==> src/rtl/approx_add_pipe.sv <==
`timescale 1ns/1ps
// Pipelined approximate unsigned adder: selectable lower-part approximation, segmented
// upper-part carry pipeline, valid/ready stream and on-line error statistics.
module approx_add_pipe #(
    parameter int W  = 12,
    parameter int K  = 4,
    parameter int P  = 2,
    parameter int CW = 16
) (
    input  logic          i_clk,
    input  logic          i_rst_n,
    input  logic [W-1:0]  i_a,
    input  logic [W-1:0]  i_b,
    input  logic [1:0]    i_mode,
    input  logic          i_in_valid,
    output logic          o_in_ready,
    output logic [W:0]    o_o,
    output logic [W:0]    o_err,
    output logic          o_out_valid,
    input  logic          i_out_ready,
    input  logic          i_stat_clr,
    output logic [CW-1:0] o_err_cnt,
    output logic [W:0]    o_wce
);
    localparam int SEG = (W - K + P - 1) / P;

    logic [P-1:0]  r_vld;
    logic [1:0]    r_mode;
    logic [W-1:0]  r_a  [P];
    logic [W-1:0]  r_b  [P];
    logic [W-1:0]  r_sa [P];
    logic [W-1:0]  r_se [P];
    logic          r_ca [P];
    logic          r_ce [P];
    logic [CW-1:0] r_err_cnt;
    logic [W:0]    r_wce;

    logic [W-1:0]  w_sa [P];
    logic [W-1:0]  w_se [P];
    logic [P-1:0]  w_ca;
    logic [P-1:0]  w_ce;
    logic [P-1:0]  w_load;
    logic [K:0]    w_lo_ex;
    logic [K-1:0]  w_lo_apx;
    logic          w_lo_ca;
    logic [W:0]    w_apx;
    logic [W:0]    w_ex;
    logic [W:0]    w_err;
    logic          w_hs;

    // Ripple-adds bits lo..hi onto base; an empty range just forwards the carry.
    function automatic logic [W:0] seg_add(input logic [W-1:0] a, input logic [W-1:0] b,
                                           input logic [W-1:0] base, input logic cin,
                                           input int lo, input int hi);
        logic [W-1:0] s;
        logic         c;
        s = base;
        c = cin;
        for (int j = 0; j < W; j++) begin
            if (j >= lo && j <= hi) begin
                s[j] = a[j] ^ b[j] ^ c;
                c    = (a[j] & b[j]) | (c & (a[j] ^ b[j]));
            end
        end
        return {c, s};
    endfunction

    always_comb begin
        w_lo_ex  = {1'b0, r_a[0][K-1:0]} + {1'b0, r_b[0][K-1:0]};
        w_lo_apx = w_lo_ex[K-1:0];
        w_lo_ca  = w_lo_ex[K];
        case (r_mode)
            2'd1: begin
                w_lo_apx = r_a[0][K-1:0] | r_b[0][K-1:0];
                w_lo_ca  = r_a[0][K-1] & r_b[0][K-1];
            end
            2'd2: begin
                w_lo_apx = r_b[0][K-1:0];
                w_lo_ca  = r_a[0][K-1];
            end
            default: ;
        endcase
    end

    always_comb begin
        logic [W:0] v_ap;
        logic [W:0] v_ex;
        int         v_lo;
        int         v_hi;
        for (int s = 0; s < P; s++) begin
            v_lo = K + s * SEG;
            v_hi = (s == P - 1) ? W - 1 : K + (s + 1) * SEG - 1;
            if (s == 0) begin
                v_ap = seg_add(r_a[0], r_b[0], {{(W-K){1'b0}}, w_lo_apx}, w_lo_ca, v_lo, v_hi);
                v_ex = seg_add(r_a[0], r_b[0], {{(W-K){1'b0}}, w_lo_ex[K-1:0]}, w_lo_ex[K],
                               v_lo, v_hi);
            end else begin
                v_ap = seg_add(r_a[s], r_b[s], r_sa[s], r_ca[s], v_lo, v_hi);
                v_ex = seg_add(r_a[s], r_b[s], r_se[s], r_ce[s], v_lo, v_hi);
            end
            w_sa[s] = v_ap[W-1:0];
            w_ca[s] = v_ap[W];
            w_se[s] = v_ex[W-1:0];
            w_ce[s] = v_ex[W];
        end
    end

    // A stage can load if the consumer is ready or any stage from here to the output is empty.
    always_comb begin
        logic v_ok;
        v_ok   = i_out_ready;
        w_load = '0;
        for (int s = P - 1; s >= 0; s--) begin
            v_ok      = v_ok | ~r_vld[s];
            w_load[s] = v_ok;
        end
    end

    always_ff @(posedge i_clk) begin
        if (!i_rst_n) begin
            r_vld  <= '0;
            r_mode <= 2'd0;
            for (int s = 0; s < P; s++) begin
                r_a[s]  <= '0;
                r_b[s]  <= '0;
                r_sa[s] <= '0;
                r_se[s] <= '0;
                r_ca[s] <= 1'b0;
                r_ce[s] <= 1'b0;
            end
        end else begin
            if (w_load[0]) begin
                r_vld[0] <= i_in_valid;
                if (i_in_valid) begin
                    r_a[0]  <= i_a;
                    r_b[0]  <= i_b;
                    r_mode  <= (i_mode == 2'd3) ? 2'd0 : i_mode;
                end
            end
            for (int s = 1; s < P; s++) begin
                if (w_load[s]) begin
                    r_vld[s] <= r_vld[s-1];
                    if (r_vld[s-1]) begin
                        r_a[s]  <= r_a[s-1];
                        r_b[s]  <= r_b[s-1];
                        r_sa[s] <= w_sa[s-1];
                        r_se[s] <= w_se[s-1];
                        r_ca[s] <= w_ca[s-1];
                        r_ce[s] <= w_ce[s-1];
                    end
                end
            end
        end
    end

    assign w_apx       = {w_ca[P-1], w_sa[P-1]};
    assign w_ex        = {w_ce[P-1], w_se[P-1]};
    assign w_err       = (w_ex >= w_apx) ? (w_ex - w_apx) : (w_apx - w_ex);
    assign w_hs        = r_vld[P-1] & i_out_ready;
    assign o_o         = w_apx;
    assign o_err       = w_err;
    assign o_out_valid = r_vld[P-1];
    assign o_in_ready  = w_load[0];

    always_ff @(posedge i_clk) begin
        if (!i_rst_n || i_stat_clr) begin
            r_err_cnt <= '0;
            r_wce     <= '0;
        end else if (w_hs) begin
            if (w_err != '0 && r_err_cnt != '1) r_err_cnt <= r_err_cnt + 1'b1;
            if (w_err > r_wce) r_wce <= w_err;
        end
    end

    assign o_err_cnt = r_err_cnt;
    assign o_wce     = r_wce;

endmodule

==> config.mk <==
export PLATFORM = sky130hd
export DESIGN_NAME = approx_add_pipe
export DESIGN_NICKNAME = d
export VERILOG_FILES = /design/src/rtl/approx_add_pipe.sv
export SDC_FILE = /design/constraint.sdc
export NUM_CORES = 1
export LEC_CHECK = 0
export ABC_CLOCK_PERIOD_IN_PS = 16700
export CAP_MARGIN = 25
export CORE_MARGIN = 2
export CORE_UTILIZATION = 42
export CTS_CLUSTER_DIAMETER = 80
export CTS_CLUSTER_SIZE = 8
export DETAILED_ROUTE_END_ITERATION = 16
export GPL_ROUTABILITY_DRIVEN = 0
export GPL_TIMING_DRIVEN = 0
export SYNTH_ARGS = -nofsm -noshare
export SYNTH_HDL_FRONTEND = slang
export SYNTH_SLANG_ARGS = --single-unit
==> constraint.sdc <==
create_clock -name i_clk -period 16.7 [get_ports i_clk]
set_input_delay 3.34 -clock i_clk [delete_from_list [all_inputs] [get_ports i_clk]]
set_output_delay 3.34 -clock i_clk [all_outputs]
set_load 0.02 [all_outputs]
==> flow_metrics.py <==
metrics = {
    "global_routing": {
        "grt_max_degree": 26,
        "grt_overflow": 0,
        "antenna_found_initial": 0,
        "grt_pass1_wl_um": 19600,
        "grt_pass1_vias": 4197,
        "grt_usage": 0.172,
    },
    "sta": {
        "fin_crit_ns": 9.18,
        "drv_slew": 0,
        "relSlewSlack": 0.348,
        "rsz0062_at_grt": "false",
        "hold_viol_final": 0,
        "tns_ns": 0,
        "fin_crit_sh": 0.550,
        "worstMarginPinSlew_ns": 0.975,
        "timing.final.ws_setup_ns": 7.52,
        "clock_skew_ns": 0.00797,
        "max_freq_ghz": 0.109,
        "setup_viol": 0,
    },
    "power_and_ir_drop": {
        "p_per_area_nw_per_um2": 117,
        "p_sw_frac": 0.366,
        "p_int_uw": 525,
        "power.total_uw": 827,
        "p_sw_uw": 302,
        "seqPwrFrac": 0.288,
        "share_comb_of_total_power": 0.451,
        "leakage_nw": 2.84,
        "ir_drop_mv": 0.0503,
        "pwr-share-clk": 0.261,
    },
    "synthesis": {
        "async_flop_share": 0,
        "syn_nets": 670,
        "synth_edf_count": 48,
        "netlist_instances": 576,
        "synth.distinct_cells": 62,
        "yosysSeqAreaShare": 0.378,
        "ys.warnings.count": 0,
        "syn_area_um2": 5660,
        "synthFlopType": "edfxtp_1",
        "ys_ff_latch": 83,
        "avgSynthCellArea_um2": 9.83,
    },
    "layout": {
        "num-fill-cells": 1218,
        "syn_to_final_growth_pct": 24.9,
        "layout_commonest_cell": "clkdlybuf4s50_1",
        "layout.nets": 768,
        "final_cell_mix": "clkdlybuf4s50_1, inv_1, edfxtp_1, nor2_1, ha_1",
        "n_antenna_cell": 0,
        "layout-drive-gt1-share": 0.0884,
    },
    "clocking": {
        "cts_tree": "yes",
        "cts.sinks": 83,
        "cts_buffer_depth": 2,
        "cts_htree_levels": 3,
        "clk_latency_ns": 0.35,
        "cts_setup_buffers": 0,
        "post_cts_resized": 0,
        "path_clk_slew_ns": 0.07,
        "postCtsHoldBufs": 0,
        "cts_made_buffers": 9,
        "root_buffer": "clkbuf_16",
    },
    "setup_path": {
        "critPathArrivalTime_ns": 5.84,
        "worstSetupEndpointType": "output port",
        "r2r_start": "r_ce[1]$_DFF_P_",
        "startpoint": "r_ce[1]$_DFF_P_",
        "critPathCapture": "o_err[12]",
        "timing_worst_setup_path_type": "flip-flop to output port",
        "crit_path_max_fanout": 10,
        "reg2reg_depth": 22,
        "critPathRequiredTime_ns": 13.36,
        "r2r_setup_slack_ns": 9.94,
        "crit_path_start_kind": "flip-flop",
        "rr_endpoint": "o_wce[7]$_SDFFE_PP0P_",
    },
    "route": {
        "postRouteWirelength_um": 11800,
        "postRouteAntennaNets": 0,
        "vias_per_cell": 5.01,
        "wl_met3_um": 541,
        "vias": 4283,
        "drc": 0,
        "wl_met2_um": 5710,
        "wl_per_cell_um": 13.8,
        "dr.max_layer_used": "met4",
        "drt_iter0_markers": 208,
        "wl_met1_um": 5280,
        "firstDrtPassIters": 4,
    },
    "floorplan": {
        "die_area_um2": 14400,
        "coreArea_um2": 13200,
        "die_h_um": 120,
        "start_util": 0.429,
        "io_pins": 88,
        "rows": 42,
        "die_w_um": 120,
    },
    "place": {
        "dpl.hpwl_um": 9460,
        "dpl_worst_slack_ns": 7.87,
        "io_buffers": 87,
    },
    "worst_hold_path": {
        "hold_class": "flip-flop to flip-flop",
    },
    "run": {
        "drv_cap": 0,
    },
    "status": {
        "outcome": "finished clean",
    },
}
==> synthesized netlist by cell type, drive strengths merged (3+ instances only) <==
library cell / n / area (µm²)
o21ai: 15 / 75.1
a221oi: 5 / 43.8
nand2b: 5 / 31.3
inv: 77 / 289
buf: 21 / 155
mux2i: 19 / 190
nand3: 12 / 60.1
nor2: 45 / 169
fa: 19 / 380
a21oi: 38 / 201
a211oi: 10 / 87.6
ha: 44 / 551
a21o: 11 / 82.6
nand4: 6 / 37.5
and2: 41 / 258
edfxtp: 48 / 1440
a31o: 6 / 52.6
and3: 7 / 43.8
xor2: 9 / 86.3
nand2: 29 / 109
a31oi: 3 / 18.8
xnor2: 16 / 155
nor2b: 4 / 25.0
dfxtp: 35 / 701
o221ai: 3 / 26.3
nor3b: 3 / 22.5
clkbuf: 10 / 48.8
==> critical path, stage by stage, from the launching register on <==
cell and delay [ns]:
dfxtp_1 0.43, inv_1 0.11, fa_1 0.45, fa_1 0.41, fa_1 0.41, fa_1 0.60
xor2_1 0.30, nand4_1 0.19, a311oi_2 0.26, or3_1 0.16, buf_2 0.15, buf_6 0.17
mux2i_1 0.22, xor2_1 0.47, clkbuf_1 0.46, inv_1 0.13, clkdlybuf4s50_1 0.57
==> worst min-delay path by stage <==
stage,depth (start not counted),from,slack [ns],end
6_report,2,o_err_cnt[7]$_SDFFE_PP0P_,0.50,o_err_cnt[7]$_SDFFE_PP0P_
5_1_grt,2,o_err_cnt[1]$_SDFFE_PP0P_,0.53,o_err_cnt[1]$_SDFFE_PP0P_
4_1_cts,2,o_err_cnt[7]$_SDFFE_PP0P_,0.49,o_err_cnt[7]$_SDFFE_PP0P_
3_5_place_dp,2,o_err_cnt[7]$_SDFFE_PP0P_,0.49,o_err_cnt[7]$_SDFFE_PP0P_
3_3_place_gp,2,o_err_cnt[7]$_SDFFE_PP0P_,0.47,o_err_cnt[7]$_SDFFE_PP0P_
2_1_floorplan,2,r_mode[1]$_SDFFE_PN0P_,0.48,r_mode[1]$_SDFFE_PN0P_
==> cell families after synthesis <==
family          Yosys count  share of synthesized area
xor+xnor                 25                     0.0426
fa+ha+maj                65                      0.168
compound gates          111                      0.139
simple gates            163                      0.147
flops                    83                      0.378
mux                      21                     0.0376
buf+inv                 108                     0.0870
==> layout make-up <==
| cell class | count | area, µm² | share of cell area |
|---|---|---|---|
| Multi-Input combinational cell | 385 | 3030 | 0.428 |
| Buffer | 31 | 204 | 0.0288 |
| Tap cell | 176 | 220 | 0.0311 |
| Clock inverter | 7 | 92.6 | 0.0131 |
| Inverter | 77 | 289 | 0.0409 |
| Timing Repair Buffer | 87 | 871 | 0.123 |
| Sequential cell | 83 | 2140 | 0.303 |
| Clock buffer | 9 | 225 | 0.0318 |
==> power groups by stage <==
stage               sequential [mW]  combinational (mW)  clock (mW)
floorplan                     0.242               0.252           0
global placement              0.242               0.367           0
detailed placement            0.243               0.374           0
CTS                           0.239               0.375       0.219
global route                  0.240               0.412       0.229
finish                        0.238               0.373       0.216
==> flip-flops by register name (all words and copies together) (netlist names), 2 cells and up <==
register and cells:
r_sa 8, r_a 16, o_err_cnt 16, r_b 16
r_vld 2, r_se 8, r_mode 2, o_wce 13
==> stage by stage <==
stage / utilization / hold WS, ns / instances / instance area, µm²
after floorplan: - / 0.485 / 576 / 5660
after global placement: 0.512 / 0.470 / 839 / 6760
after detailed placement: 0.512 / 0.488 / 839 / 6760
after CTS: 0.536 / 0.495 / 855 / 7070
after global routing: 0.536 / 0.534 / 855 / 7070
final: 0.536 / 0.498 / 855 / 7070
==> metal layers <==
layer  track usage  vias to the layer above
met1         0.215                     2002
met4        0.0625                        0
li1              -                     2160
met2         0.290                       99
met3        0.0375                       22
met5             0                        -
(Power assumes the default switching activity.)
